`src/rtl/mul_bus_slave_pkg.sv`:
```
// Purpose : shared definitions for the multiplier bus slave (offsets, bit indices, FSM states).
// Latency : n/a (definitions only).
// Backpressure: n/a.
package mul_bus_slave_pkg;

  // Word offsets decoded from the low four address bits
  localparam logic [3:0] ADDR_OPA     = 4'h0;
  localparam logic [3:0] ADDR_OPB     = 4'h1;
  localparam logic [3:0] ADDR_CTRL    = 4'h2;
  localparam logic [3:0] ADDR_STATUS  = 4'h3;
  localparam logic [3:0] ADDR_RES_LO  = 4'h4;
  localparam logic [3:0] ADDR_RES_HI  = 4'h5;
  localparam logic [3:0] ADDR_INT_EN  = 4'h6;
  localparam logic [3:0] ADDR_CYCLES  = 4'h7;

  // CTRL / STATUS bit positions
  localparam int CTRL_START_BIT  = 0;
  localparam int CTRL_ABORT_BIT  = 1;
  localparam int CTRL_ACK_BIT    = 2;
  localparam int STATUS_BUSY_BIT = 0;
  localparam int STATUS_DONE_BIT = 1;

  typedef enum logic [1:0] {
    ST_IDLE  = 2'b00,
    ST_RUN   = 2'b01,
    ST_CLEAR = 2'b10
  } fsm_state_e;

  typedef struct packed {
    logic ack;
    logic abort;
    logic start;
  } ctrl_cmd_t;

  function automatic ctrl_cmd_t decode_ctrl(input logic [31:0] wdat);
    ctrl_cmd_t c;
    c.start = wdat[CTRL_START_BIT];
    c.abort = wdat[CTRL_ABORT_BIT];
    c.ack   = wdat[CTRL_ACK_BIT];
    return c;
  endfunction

endpackage

```
`src/rtl/mul_slave_fsm.sv`:
```
// Purpose : run-control FSM for the multiplier core: IDLE -> RUN -> CLEAR -> IDLE, plus RUN-cycle counter.
// Latency : start accepted on an edge -> op_start high after that edge; op_done/abort -> op_clear after the edge.
// Backpressure: none; start is only honoured in IDLE, abort only in RUN.
// Ports:
//   clk, reset_n             clock, async active-low reset
//   start_i, abort_i         qualified CTRL write commands from the register file
//   op_done_i                completion strobe from the core
//   state_o                  current state (busy = state != IDLE)
//   op_start_o, op_clear_o   registered core controls
//   capture_o                result capture enable (combinational, RUN & op_done & !abort)
//   cycles_o                 saturating count of cycles spent in RUN
module mul_slave_fsm
  import mul_bus_slave_pkg::*;
#(
  parameter int CNT_W = 8
) (
  input  logic             clk,
  input  logic             reset_n,
  input  logic             start_i,
  input  logic             abort_i,
  input  logic             op_done_i,
  output fsm_state_e       state_o,
  output logic             op_start_o,
  output logic             op_clear_o,
  output logic             capture_o,
  output logic [CNT_W-1:0] cycles_o
);

  localparam logic [CNT_W-1:0] CNT_ONE = {{(CNT_W-1){1'b0}}, 1'b1};

  fsm_state_e       state_q;
  logic             op_start_q;
  logic             op_clear_q;
  logic [CNT_W-1:0] cycles_q;

  always_ff @(posedge clk or negedge reset_n) begin
    if (!reset_n) begin
      state_q    <= ST_IDLE;
      op_start_q <= 1'b0;
      op_clear_q <= 1'b0;
      cycles_q   <= '0;
    end else begin
      case (state_q)
        ST_IDLE: begin
          // Abort in the same write as start keeps us idle
          if (start_i && !abort_i) begin
            state_q    <= ST_RUN;
            op_start_q <= 1'b1;
            cycles_q   <= '0;
          end
        end
        ST_RUN: begin
          // Count every edge spent in RUN, including the exit edge
          if (cycles_q != '1) begin
            cycles_q <= cycles_q + CNT_ONE;
          end
          if (abort_i || op_done_i) begin
            state_q    <= ST_CLEAR;
            op_start_q <= 1'b0;
            op_clear_q <= 1'b1;
          end
        end
        ST_CLEAR: begin
          state_q    <= ST_IDLE;
          op_clear_q <= 1'b0;
        end
        default: begin
          state_q    <= ST_IDLE;
          op_start_q <= 1'b0;
          op_clear_q <= 1'b0;
        end
      endcase
    end
  end

  // Abort has priority over a coincident op_done: no capture
  assign capture_o  = (state_q == ST_RUN) && op_done_i && !abort_i;
  assign state_o    = state_q;
  assign op_start_o = op_start_q;
  assign op_clear_o = op_clear_q;
  assign cycles_o   = cycles_q;

endmodule

```
`src/rtl/mul_bus_slave.sv`:
```
// Purpose : bus register front end for the sequential signed multiplier core (operands, control, result, irq).
// Latency : register writes take effect on the write edge; reads are combinational; result visible one edge after op_done.
// Backpressure: none; writes to operands or start while busy are silently dropped.
// Ports:
//   clk, reset_n                       clock, async active-low reset
//   s_sel, s_wr, s_addr, s_din, s_dout simple select/write bus; s_dout is 0 unless reading
//   m_interrupt                        level interrupt = DONE & INT_EN
//   multiplicand, multiplier           operand registers to the core
//   op_start, op_clear                 core controls
//   op_done, mul_result                core completion and 64-bit product
module mul_bus_slave
  import mul_bus_slave_pkg::*;
#(
  parameter int ADDR_W = 8,
  parameter int CNT_W  = 8
) (
  input  logic              clk,
  input  logic              reset_n,
  input  logic              s_sel,
  input  logic              s_wr,
  input  logic [ADDR_W-1:0] s_addr,
  input  logic [31:0]       s_din,
  output logic [31:0]       s_dout,
  output logic              m_interrupt,
  output logic [31:0]       multiplicand,
  output logic [31:0]       multiplier,
  output logic              op_start,
  output logic              op_clear,
  input  logic              op_done,
  input  logic [63:0]       mul_result
);

  logic [3:0] addr;
  logic       wr_en;
  logic       rd_en;
  logic       busy;
  logic       ctrl_wr;
  ctrl_cmd_t  cmd;
  logic       start_req;
  logic       abort_req;
  logic       start_go;
  logic       ack_req;
  logic       capture;
  fsm_state_e state;
  logic [CNT_W-1:0] cycles;

  logic [31:0] opa_q, opa_d;
  logic [31:0] opb_q, opb_d;
  logic [63:0] res_q, res_d;
  logic        done_q, done_d;
  logic        int_en_q, int_en_d;

  // Upper address bits are deliberately not decoded
  logic unused_addr_hi;
  assign unused_addr_hi = ^s_addr[ADDR_W-1:4];

  assign addr  = s_addr[3:0];
  assign wr_en = s_sel && s_wr;
  assign rd_en = s_sel && !s_wr;
  assign busy  = (state != ST_IDLE);

  assign ctrl_wr   = wr_en && (addr == ADDR_CTRL);
  assign cmd       = decode_ctrl(s_din);
  assign start_req = ctrl_wr && cmd.start && !busy;
  assign abort_req = ctrl_wr && cmd.abort;
  assign start_go  = start_req && !abort_req;
  // A write carrying start never acts as done_ack, even if the start is dropped
  assign ack_req   = ctrl_wr && cmd.ack && !cmd.start;

  mul_slave_fsm #(.CNT_W(CNT_W)) u_fsm (
    .clk        (clk),
    .reset_n    (reset_n),
    .start_i    (start_req),
    .abort_i    (abort_req),
    .op_done_i  (op_done),
    .state_o    (state),
    .op_start_o (op_start),
    .op_clear_o (op_clear),
    .capture_o  (capture),
    .cycles_o   (cycles)
  );

  always_comb begin
    opa_d    = opa_q;
    opb_d    = opb_q;
    res_d    = res_q;
    done_d   = done_q;
    int_en_d = int_en_q;

    if (wr_en && !busy && (addr == ADDR_OPA)) opa_d = s_din;
    if (wr_en && !busy && (addr == ADDR_OPB)) opb_d = s_din;
    if (wr_en && (addr == ADDR_INT_EN))       int_en_d = s_din[0];

    if (ack_req || start_go) done_d = 1'b0;
    // A completion landing on the same edge as an ack still reports DONE
    if (capture) begin
      res_d  = mul_result;
      done_d = 1'b1;
    end
  end

  always_ff @(posedge clk or negedge reset_n) begin
    if (!reset_n) begin
      opa_q    <= '0;
      opb_q    <= '0;
      res_q    <= '0;
      done_q   <= 1'b0;
      int_en_q <= 1'b0;
    end else begin
      opa_q    <= opa_d;
      opb_q    <= opb_d;
      res_q    <= res_d;
      done_q   <= done_d;
      int_en_q <= int_en_d;
    end
  end

  always_comb begin
    s_dout = '0;
    if (rd_en) begin
      case (addr)
        ADDR_OPA:    s_dout = opa_q;
        ADDR_OPB:    s_dout = opb_q;
        ADDR_STATUS: begin
          s_dout[STATUS_BUSY_BIT] = busy;
          s_dout[STATUS_DONE_BIT] = done_q;
        end
        ADDR_RES_LO: s_dout = res_q[31:0];
        ADDR_RES_HI: s_dout = res_q[63:32];
        ADDR_INT_EN: s_dout = {31'd0, int_en_q};
        ADDR_CYCLES: s_dout = 32'(cycles);
        default:     s_dout = '0;
      endcase
    end
  end

  assign m_interrupt  = done_q && int_en_q;
  assign multiplicand = opa_q;
  assign multiplier   = opb_q;

endmodule
```
`config.mk`:
```
export PLATFORM = sky130hd
export DESIGN_NAME = mul_bus_slave
export DESIGN_NICKNAME = d
export VERILOG_FILES = /design/src/rtl/mul_bus_slave_pkg.sv /design/src/rtl/mul_slave_fsm.sv /design/src/rtl/mul_bus_slave.sv
export SDC_FILE = /design/constraint.sdc
export NUM_CORES = 1
export LEC_CHECK = 0
export ABC_CLOCK_PERIOD_IN_PS = 3000
export CAP_MARGIN = 40
export CORE_MARGIN = 4
export CORE_UTILIZATION = 43
export CTS_CLUSTER_DIAMETER = 40
export CTS_CLUSTER_SIZE = 40
export DETAILED_ROUTE_END_ITERATION = 7
export HOLD_SLACK_MARGIN = 0.05
export PLACE_DENSITY = 0.75
export SETUP_SLACK_MARGIN = 0.1
export SYNTH_ARGS = -nofsm -noshare
export SYNTH_HDL_FRONTEND = slang
export SYNTH_SLANG_ARGS = --single-unit
```
`constraint.sdc`:
```
create_clock -name clk -period 3 [get_ports clk]
set_input_delay 0.75 -clock clk [delete_from_list [all_inputs] [get_ports clk]]
set_output_delay 0.75 -clock clk [all_outputs]
set_load 0.02 [all_outputs]
```
======== Word level (Yosys, flattened, before mapping) ========
Index checks and enable logic that the tools add are counted.
word-level totals
  bits in registers ....................... 142
  output and inout port bits .............. 99
  word-level logic and storage cells ...... 72
cells by class
  add/sub/neg operators ................... 1
  equality and inequality tests ........... 13
  multiplexer cells ....................... 16
  bitwise logic cells ..................... 2
  reduce and logical (&&, ||, !) cells .... 31
operators by type and width
  cell                                                             number
  30-bit case mux with 5 select lines                              1
  32-bit 2-to-1 mux                                                1
  4-bit by 3-bit == test with 1-bit output, second input constant  4
  1-bit logical AND                                                16
  8-bit 2-to-1 mux                                                 2
  8-bit case mux with 2 select lines                               1
  2-bit case mux with 7 select lines                               1
  8-bit by 1-bit adder with 8-bit output, second input constant    1
  4-bit by 2-bit == test with 1-bit output, second input constant  2
  8-bit != test, second input constant                             1
  3-bit AND reduction                                              2
  2-bit nonzero test                                               3
  1-bit 2-to-1 mux                                                 5
  4-bit by 1-bit == test with 1-bit output, second input constant  1
  1-bit logical NOT                                                4
  4-bit logical NOT                                                1
  2-bit 2-to-1 mux                                                 2
  2-bit by 1-bit != test with 1-bit output, second input constant  2
  2-bit case mux with 2 select lines                               1
  2-bit AND reduction                                              2
  1-bit case mux with 3 select lines                               1
  2-bit by 1-bit == test with 1-bit output, second input constant  1
  2-bit == test, second input constant                             1
  2-bit logical NOT                                                1
  other kinds (4)                                                  6

======== Longest topological paths before layout ========
Gate-level depths: netlist (run 1).
  depth in word-level cells ............... 8
  gate-level depth with buffers ........... 7
  mapped depth without buffers ............ 5

======== Modules after synthesis ========
Synthesis (run 1) repeated with hierarchy kept, for this count alone.
second synthesis, totals
  cell total of the unflattened synthesis .. 485
  area, all modules ....................... 6438.7 um2
by module, submodules not included
  module         instances  cells an instance  area each (um2)
  mul_bus_slave  1          422                5804.3
  mul_slave_fsm  1          63                 634.4

======== Least setup slack after synthesis (run 1) ========
No wires, ideal clock.
  path type ............................... input port to output port
  start point ............................. input s_addr[3]
  end point ............................... output s_dout[2]
  arrival ................................. 2106 ps
  required time ........................... 2250 ps
  setup slack ............................. 144 ps
  cell stages on the path ................. 6
  buffers on the path ..................... 2
  path through ............................ buf_2 nand2b_1 nor3_2 clkbuf_1 a22oi_1 a21oi_1
between the ends
  word-level cells in the longest chain between the ends .. 3
  elaborated cells on any way between the ends .. 7
ends and longest elaborated chain
  element                                                                 line                  RTL
  start: declaration                                                      mul_bus_slave.sv:21   input logic [ADDR_W-1:0] s_addr,
  4-bit by 3-bit == test with 1-bit output, or another cell as far along  mul_bus_slave.sv:121  case (addr)
  30-bit case mux with 5 select lines *                                   mul_bus_slave.sv:121
  32-bit 2-to-1 mux *                                                     mul_bus_slave.sv:120  if (rd_en) begin
  end: declaration                                                        mul_bus_slave.sv:23   output logic [31:0] s_dout,
Mark *: on every way between the ends. The rest lies on a longest branch, timed or not.

======== Worst setup path in the final report (run 1) ========
  start point ............................. input s_addr[0]
  end point ............................... output s_dout[20]
Same word-level chain as after synthesis.

==> impl_results.md, run 1 <==
* Hold Crit Class: in -> async
* Fmax at 342 MHz
* Clock Latency Late Sink at 430 ps
* Core area at 0.0146 sq mm
* Die width at 130 um
* Crit path cell chain: buf_8, buf_6, buf_6, nor4_4, buf_6, buf_6, clkbuf_16, a22oi_2, a21oi_2, buf_6
* Starting density of the core at 43.9%
* Drt pass-1 iters at 5
* Vias after detailed routing at 5386
* Clock Pin Slew Worst Setup and Hold Paths at 60 ps
* Setup-failing EPs final at 0
* CTS H-tree depth at 4
* Antenna Cells at 0
* PortBufs at 203
* CTS Hold Buffers Added at 0
* Max FO, Critical Path at 4
* Mean Syn Cell Area at 13.3 sq um
* Placed Area at 0.00889 sq mm
* Vias per inst at 5.77
* Gr ovfl total at 0
* Status: complete, no violations
* Max-slew headroom at 64.9%
* Non-filler instance count after layout at 934
* Crit path DAT at 2180 ps
* First-pass GRT wire length at 32800 um
* Design area at 0.0104 sq mm
* Worst-margin pin slew at 520 ps
* Final slew viol count at 0
* Synth Flop Type: dfrtp_1
* Mapped cell area at 0.00641 sq mm
* Layout cells sized above 1 at 41.1%
* Cells after DPL at 872
* Critical path endpoint category: primary output
* Sequential area share after synthesis at 55.5%
* Reg2Reg Depth at 5
* Post-layout min period at 2930 ps
* CTS Buf Count at 17
* Placement Rows at 44
* Area growth syn-to-layout at 62.3%
* VDD IR max at 0.458 mV
* Routed wire length at 21800 um
* Async set-or-reset flop fraction in the synthesized netlist at 100%
* Critical path's most frequent cell: buf_6
* Startpoint Class: primary input
* Final #Nets at 847
* Critical Path Max Stage Delay at 250 ps
* Root Driver: clkbuf_16
* Clock Skews at 7.10 ps
* Post-Syn Nets at 592
* RSZ-0062 raised after global routing: true
* Die footprint at 0.0169 sq mm
* 1st-iter DRT viols at 359
* Synth Instances at 482
* Vias in the first global route at 5855
* Largest net degree at the start of global routing at 72
* Worst EP required at 2250 ps
* #FFs+latches synth at 142
* Pwr dens at 573 mW/mm^2
* Yosys cell types at 47
* CTS tree: done
* Routed WL per cell at 23.3 um
* Post-synth EDFFs at 0
* HPWL after DPL at 13700 um
* Setup CP Type: in -> out
* Utilization after layout at 71.3%
* Antenna Nets Post-Route at 0
* Max-Cap Viols at 0
* Drt drc at 0
* Tot GR Track Use at 25.8%
* Die Y at 130 um
* Slowest cell on the critical path: nor4_4
* GP Congestion at 0.867
* Initial antenna violation count at 0
* IO Count at 208
* Clock buffer depth at 2
* Fin crit share at 97.5%
* Yosys warnings at 0
* # clock sinks at 142
* Pleak at 4.45 nW
* Final hold vios at 0
final timing paths:
path / startpoint / endpoint / slack [ps]
worst min register to register: res_q[32] / res_q[32] / 490
worst max register to register: u_fsm.state_o[0] / res_q[2] / 1050
worst max-delay path: s_addr[0] / s_dout[20] / 70
worst min-delay path: reset_n / multiplicand[27] / 220
max in group asynchronous: reset_n / multiplier[17] / 1980
min in group clk: res_q[32] / res_q[32] / 490
layer usage:
| metal | wire [um] | track usage (%) | part of all wire (%) |
|---|---|---|---|
| met3 | 1580 | 7.86 | 7.3 |
| met2 | 10900 | 42.2 | 50 |
| met1 | 8610 | 31.9 | 40 |
| met5 | 0 | 0 | 0 |
| met4 | 637 | 10.4 | 2.9 |
kinds of logic after synthesis:
kind of cell / Yosys count / synth area share (%)
flops: 142 / 55.5
buf+inv: 35 / 3.07
mux: 129 / 22.7
fa+ha+maj: 1 / 0.195
compound gates: 121 / 13.1
simple gates: 54 / 5.49
cell usage after synthesis, types with 2 or more instances:
library cell  count  area share (%)
a211o_1           2            0.27
a21o_1            2            0.23
a21oi_1          35             2.7
a222oi_1          7             1.1
a22o_1            2            0.27
a22oi_1          56             6.6
a311o_1           2            0.31
a31oi_1           4            0.39
and2_1            3            0.29
and3_1            3            0.29
buf_2            10            0.78
buf_4             2            0.23
buf_6             6             1.1
clkbuf_1         15            0.88
dfrtp_1         142              55
inv_1             2            0.12
mux2_1           20             3.5
mux2_2          108              19
nand2_1           7            0.41
nand2b_1          5            0.49
nand3_1           3            0.23
nand4_1           2            0.20
nor2_1            7            0.41
nor2b_1           3            0.29
nor3_1            6            0.47
nor3_2            3            0.47
nor3b_1           3            0.35
o21ai_0           3            0.23
worst max-delay path, delay by kind of cell:
| kind | cells | cell delay [ps] |
|---|---|---|
| compound gates | 2 | 230 |
| simple gates | 1 | 250 |
| buf+inv | 7 | 930 |
placed cells by master (no fill, tap or decap), types with 4 or more instances in the layout:
cell             count
buf_6               42
buf_12              16
nor3_1               6
clkdlybuf4s50_1    164
buf_4               33
nand2_1              6
a21oi_4             11
bufinv_16            4
clkbuf_16           18
a21oi_2             20
a22oi_2             20
a222oi_1             7
nor2_1               5
a22oi_1             36
buf_16               7
dfrtp_1            142
mux2_2             108
a21oi_1              4
mux2_1              20
timing repair:
| action | 4_1_cts | 5_1_grt |
|---|---|---|
| cloned | 8 | 1 |
| hold endpoints to repair | 0 | 0 |
| resized for setup | 269 | 44 |
| endpoints found under the setup margin | 32 | 32 |
| buffers inserted | 17 | 5 |
| pin swaps | 29 | 26 |
registers in the layout, indices dropped and copies added (netlist names):
signal            count
res_q                64
multiplicand         32
multiplier           32
u_fsm.cycles_o        8
u_fsm.state_o         2
done_q                1
int_en_q              1
u_fsm.op_clear_o      1
u_fsm.op_start_o      1
report_power, final:
group,total (mW),internal [mW],switching (mW)
Sequential,2.42,2.19,0.237
Clock,2.29,1.44,0.850
Combinational,1.24,0.689,0.551
cell type report:
type | instances | area [sq um]
tap | 184 | 230
inverter | 2 | 7.51
clock buffer | 20 | 457
multi-input combinational | 305 | 3010
fill | 967 | 4190
clock inverter | 12 | 183
timing repair buffer | 269 | 2950
sequential | 142 | 3550
metrics by stage:
step	power, mW	worst slack [ps]	hold WS, ps	TNS [ps]
final	5.96	73.6	221	0
after floorplan	2.89	144	454	0
after CTS	5.96	100	218	0
after global routing	6.16	37.6	233	0
after global placement	3.56	-721	470	-21340
after detailed placement	3.60	-739	479	-21610
No activity file was read; power rests on OpenSTA's default activity.
==> inputs of run 2 (changes only) <==
- CORE_MARGIN: 4 -> 8
==> run 2 against run 1 <==
Compared with the run above: combinational power fell by 4%; setup slack improved by 45 ps; sequential cell count did not move; sequential power barely moved; sequential share of layout area rose by 3.0 points; total power fell by 3.6%; cell count fell by 2.6%; register-to-register slack got worse by 60 ps; first-iteration DRC count rose by 22%; critical path type unchanged; largest power group unchanged.
==> impl_results.md, run 2 (synthesis gave the netlist of run 1 again) <==
* Routed wire length at 20900 um (was 21800 um)
* Tot Pwr at 5.74 mW (was 5.96 mW)
* Startpoint Class: primary input (unchanged)
* Vias after detailed routing at 5250 (was 5386)
* Most used routing layer: met2 (unchanged)
* Crit path cell chain: buf_6, a21boi_2, or4b_4, buf_12, a21oi_1, buf_4 (was buf_8, buf_6, buf_6, nor4_4, buf_6, buf_6, clkbuf_16, a22oi_2, a21oi_2, buf_6)
* HPWL after DPL at 14400 um (was 13700 um)
* Drt drc at 0 (unchanged)
* Clock buffer depth at 2 (unchanged)
* Placement Rows at 44 (unchanged)
* Starting density of the core at 44.1% (was 43.9%)
* Largest net degree at the start of global routing at 74 (was 72)
* Die Y at 138 um (was 130 um)
* IO Count at 208 (unchanged)
* PortBufs at 203 (unchanged)
* First-pass GRT wire length at 32900 um (was 32800 um)
* Global-route met3 utilization at 8.29% (was 7.86%)
* Vias in the first global route at 5810 (was 5855)
* Max-Cap Viols at 0 (unchanged)
* Area of the multi-input gates at 0.00274 sq mm (was 0.00301 sq mm)
* Slowest cell on the critical path: or4b_4 (was nor4_4)
* Register area at 0.00355 sq mm (unchanged)
* # clock sinks at 142 (unchanged)
* FILL cells at 1103 (was 967)
* Status: complete, no violations (unchanged)
* Worst EP required at 2250 ps (about the same)
* Critical path endpoint category: primary output (unchanged)
* Setup-failing EPs final at 0 (unchanged)
* GP Congestion at 0.907 (was 0.867)
* Pleak at 4.21 nW (was 4.45 nW)
* Clock Pin Slew Worst Setup and Hold Paths at 60 ps (about the same)
* Die width at 138 um (was 130 um)
* Max FO, Critical Path at 15 (was 4)
* Design area at 0.00956 sq mm (was 0.0104 sq mm)
* Vias per inst at 5.77 (about the same)
* Final slew viol count at 0 (unchanged)
* Antenna Nets Post-Route at 0 (unchanged)
* 1st-iter DRT viols at 437 (was 359)
* Root Driver: clkbuf_16 (unchanged)
* Final #Nets at 823 (was 847)
* Final hold vios at 0 (unchanged)
* Routed WL per cell at 22.9 um (was 23.3 um)
* Pwr dens at 601 mW/mm^2 (was 573 mW/mm^2)
* GRT met2 Usage at 35.8% (was 42.2%)
* Die footprint at 0.0191 sq mm (was 0.0169 sq mm)
* CTS Buf Count at 17 (unchanged)
* Fin crit share at 96.0% (was 97.5%)
* Antenna Cells at 0 (unchanged)
* Placed Area at 0.00890 sq mm (was 0.00889 sq mm)
* Worst-margin pin slew at 692 ps (was 520 ps)
* Setup CP Type: in -> out (unchanged)
* Critical Path Max Stage Delay at 570 ps (was 250 ps)
* Gr ovfl total at 0 (unchanged)
* Clock Skews at 6.46 ps (was 7.10 ps)
* RSZ-0062 raised after global routing: true (unchanged)
* Max reg flops at 64 (unchanged)
* Layout cells sized above 1 at 32.9% (was 41.1%)
* Hold Crit Class: in -> async (unchanged)
* Core area at 0.0145 sq mm (was 0.0146 sq mm)
* Most frequent cells in the layout: 164 x clkdlybuf4s50_1, 142 x dfrtp_1, 108 x mux2_2 (unchanged)
* CTS tree: done (unchanged)
* Post-layout min period at 2880 ps (was 2930 ps)
* Initial antenna violation count at 0 (unchanged)
* Most common cell after layout, fill and taps aside: clkdlybuf4s50_1 (unchanged)
* Largest register by flop count: res_q (unchanged)
* Drt pass-1 iters at 5 (unchanged)
* CTS H-tree depth at 4 (unchanged)
* Fmax at 347 MHz (was 342 MHz)
* Met1 usage at 24.3% (was 31.9%)
* Tot GR Track Use at 21.8% (was 25.8%)
* Clock Latency Late Sink at 420 ps (was 430 ps)
* Area growth syn-to-layout at 49.2% (was 62.3%)
* Crit path DAT at 2130 ps (was 2180 ps)
* Setup TNS Final at 0 ps (unchanged)
* Max-slew headroom at 53.9% (was 64.9%)
* VDD IR max at 0.358 mV (was 0.458 mV)
* Utilization after layout at 65.8% (was 71.3%)
* CTS Hold Buffers Added at 0 (unchanged)
[run 2: per-stage QoR]
| stage | setup slack [ps] | instances | hold slack, ps |
|---|---|---|---|
| 2_1_floorplan | 144 | 482 | 454 |
| 4_1_cts | 7.37 | 910 | 360 |
| 5_1_grt | 80.3 | 910 | 381 |
| 6_report | 119 | 910 | 326 |
| 3_5_place_dp | -740 | 872 | 477 |
| 3_3_place_gp | -718 | 872 | 470 |
[run 2: critical path, delay by kind of cell]
family / cells / cell delay [ps]
compound gates: 2 / 320
buf+inv: 3 / 470
simple gates: 1 / 570
[run 2: cell type report]
class | instances | share of cell area, %
Timing Repair Buffer | 245 | 25.3
Inverter | 2 | 0.0786
Multi-Input combinational cell | 305 | 28.7
Clock buffer | 21 | 4.92
Tap cell | 184 | 2.41
Sequential cell | 142 | 37.2
Clock inverter | 11 | 1.45
[run 2: worst paths after layout]
kind                                  start        endpoint  slack [ps]  cells past startpoint
setup / recovery                  s_addr[1]       s_dout[7]         120                      6
hold / removal                      reset_n       res_q[54]         330                      1
setup reg to reg           u_fsm.state_o[0]       res_q[44]         990                      5
hold reg to reg                   res_q[54]       res_q[54]         490                      1
max in group asynchronous           reset_n  multiplier[13]        1880                      2
min in group clk                  res_q[54]       res_q[54]         490                      1
[run 2: what timing repair did]
action | 4_1_cts | 5_1_grt
buffers inserted | 4 | 1
cloned | 2 | 0
setup endpoints to repair | 32 | 19
pin swaps | 6 | 4
gates resized for setup | 185 | 15
endpoints found under the hold margin | 0 | 0
[run 2: per-layer routing]
metal	routed length [um]	vias to the layer above
met2	10400	230
met5	0	-
met3	1730	34
met4	524	0
li1	-	2300
met1	8250	2686
[run 2: where the power goes]
part	switching (mW)	internal [mW]
clock network	0.786	1.37
registers	0.216	2.19
logic	0.535	0.653
==> inputs of run 3 (changes only) <==
- RECOVER_POWER: default -> 25
==> run 3 against run 2 <==
Compared with the run above: the run now ends with max-capacitance violations, max-slew violations left; non-clock buffer count did not move; via count about the same; register-to-register slack better by 50 ps; largest power group unchanged; core utilization fell by 0.069 points; total power about the same; clock power hardly changed; wire length hardly changed; sequential share of layout area barely moved; setup slack worse by 1.6 ps; largest cell class unchanged; combinational power about the same.
==> impl_results.md, run 3 (synthesis gave the netlist of run 1 again) <==
* Max reg flops at 64 (unchanged)
* Pleak at 4.20 nW (was 4.21 nW)
* Final hold vios at 0 (unchanged)
* Worst slack at placement at -740 ps (unchanged)
* Startpoint Class: primary input (unchanged)
* Root Driver: clkbuf_16 (unchanged)
* Violated checks: max-capacitance violations, max-slew violations
* Most common cell after layout, fill and taps aside: clkdlybuf4s50_1 (unchanged)
* Placed Area at 0.00890 sq mm (unchanged)
* Switching share of power at 26.8% (about the same)
* Placement Rows at 44 (unchanged)
* Die Y at 138 um (unchanged)
* Max-Cap Viols at 1 (was 0)
* Power Internal at 4.20 mW (was 4.21 mW)
* Worst EP required at 2250 ps (about the same)
* Drt drc at 0 (unchanged)
* Vias per inst at 5.77 (about the same)
* WHS Endpoint: res_q[54]
* CTS Buf Count at 17 (unchanged)
* Die footprint at 0.0191 sq mm (unchanged)
* First-pass GRT wire length at 32900 um (unchanged)
* Reg2Reg Depth at 5 (unchanged)
* Combinational power share at 20.7% (about the same)
* VDD IR max at 0.357 mV (was 0.358 mV)
* Routed WL per cell at 22.9 um (about the same)
* Fmax at 347 MHz (about the same)
* Max-slew headroom at -25.2% (was 53.9%)
* Die width at 138 um (unchanged)
* Layout cells sized above 1 at 32.8% (was 32.9%)
* Final #Nets at 823 (unchanged)
* CTS H-tree depth at 4 (unchanged)
* Clock buffer depth at 2 (unchanged)
* Clock Latency Late Sink at 430 ps (was 420 ps)
* Setup-failing EPs final at 0 (unchanged)
* GP Congestion at 0.907 (unchanged)
* Core area at 0.0145 sq mm (unchanged)
* Initial antenna violation count at 0 (unchanged)
* # clock sinks at 142 (unchanged)
* Worst-margin pin slew at 1880 ps (was 692 ps)
* RSZ-0062 raised after global routing: true (unchanged)
* Fin crit share at 96.1% (was 96.0%)
* Final slew viol count at 73 (was 0)
* Worst Min Path Start: res_q[54]
* Hold Crit Class: reg -> reg (was in -> async)
* Tot Pwr at 5.74 mW (about the same)
* Design area at 0.00955 sq mm (was 0.00956 sq mm)
* Drt pass-1 iters at 5 (unchanged)
* Largest register by flop count: res_q (unchanged)
* Setup CP Type: in -> out (unchanged)
* Clock Pin Slew Worst Setup and Hold Paths at 60 ps (about the same)
* Critical path endpoint category: primary output (unchanged)
* Clock Skews at 5.39 ps (was 6.46 ps)
* Routed wire length at 20900 um (about the same)
* Most frequent cells in the layout: 164 x clkdlybuf4s50_1, 142 x dfrtp_1, 108 x mux2_2 (unchanged)
* Hold Slack at 489 ps (was 326 ps)
* Post-layout min period at 2880 ps (about the same)
* Max FO, Critical Path at 32 (was 15)
* 1st-iter DRT viols at 437 (unchanged)
* Tot GR Track Use at 21.8% (unchanged)
* Antenna Nets Post-Route at 0 (unchanged)
* Sw Pwr at 1.54 mW (about the same)
* Vias after detailed routing at 5251 (was 5250)
* Vias in the first global route at 5810 (unchanged)
* Gr ovfl total at 0 (unchanged)
* Area growth syn-to-layout at 49.0% (was 49.2%)
* Antenna Cells at 0 (unchanged)
* Critical R2R Launch: u_fsm.state_o[0] (unchanged)
* Clk pwr share at 37.5% (about the same)
* Sequential share of power at 41.9% (about the same)
* Starting density of the core at 44.1% (unchanged)
* R2R setup slack at 1040 ps (was 990 ps)
* Pwr dens at 601 mW/mm^2 (about the same)
* CTS tree: done (unchanged)
* HPWL after DPL at 14400 um (unchanged)
* Largest net degree at the start of global routing at 74 (unchanged)
* PortBufs at 203 (unchanged)
* Crit path DAT at 2130 ps (about the same)
* IO Count at 208 (unchanged)
* Setup TNS Final at 0 ps (unchanged)
* R2R Path End: res_q[44] (unchanged)
* Status: complete, but fails checks (was complete, no violations)
* Hold Path Stages at 1
* Final worst slack at 117 ps (was 119 ps)
-- run 3: cell count changes in the layout (fill, tap and decap cells not counted) --
cell      delta
clkbuf_1     +1
clkbuf_2     +1
buf_4        -1
buf_6        -1
-- run 3: final cells by class --
type                    count  area [sq um]
repair buffers            245          2400
multi-input cells         305          2740
clock buffers              21           470
clock inverters            11           139
fillers                  1105          4990
well taps                 184           230
flip-flops and latches    142          3550
inverters                   2          7.51
-- run 3: how the worst max path moves through the flow --
stage,startpoint,endpoint,depth (start not counted)
after global routing,s_addr[1],s_dout[7],6
after CTS,s_addr[1],s_dout[8],8
after detailed placement,s_addr[3],s_dout[7],7
after floorplan,s_addr[3],s_dout[2],6
after global placement,s_addr[3],s_dout[10],8
final,s_addr[0],s_dout[1],7
-- run 3: repair_timing --
action / in CTS / in global routing
endpoints found under the hold margin: 0 / 0
gates cloned: 2 / 0
pin swaps: 6 / 4
hold buffers: 0 / 0
setup endpoints to repair: 32 / 19
buffers inserted: 4 / 1
gates resized for setup: 185 / 15
-- run 3: critical path, cell delays in order --
cell and delay, ps:
buf_2 120, buf_6 130, nor4_4 310, buf_12 250, a22oi_1 150, a31oi_1 180
buf_2 190
-- run 3: through the flow --
| stage | utilization, % | instances |
|---|---|---|
| 2_1_floorplan | - | 482 |
| 3_3_place_gp | 61.3 | 872 |
| 3_5_place_dp | 61.3 | 872 |
| 4_1_cts | 65.6 | 910 |
| 5_1_grt | 65.7 | 910 |
| 6_report | 65.7 | 910 |
-- run 3: per-layer routing --
metal,wire [um],GRT usage [%],part of all wire (%)
met1,8220,24.3,39
met2,10300,35.8,50
met4,522,11.0,2.5
met5,0,0,0
met3,1760,8.29,8.4
-- run 3: power groups by stage --
| stage | clock network, mW | logic [mW] | registers (mW) |
|---|---|---|---|
| after floorplan | 0 | 0.305 | 2.58 |
| after global placement | 0 | 1.15 | 2.42 |
| after detailed placement | 0 | 1.17 | 2.43 |
| after CTS | 2.19 | 1.20 | 2.40 |
| after global routing | 2.28 | 1.26 | 2.44 |
| final | 2.15 | 1.19 | 2.40 |
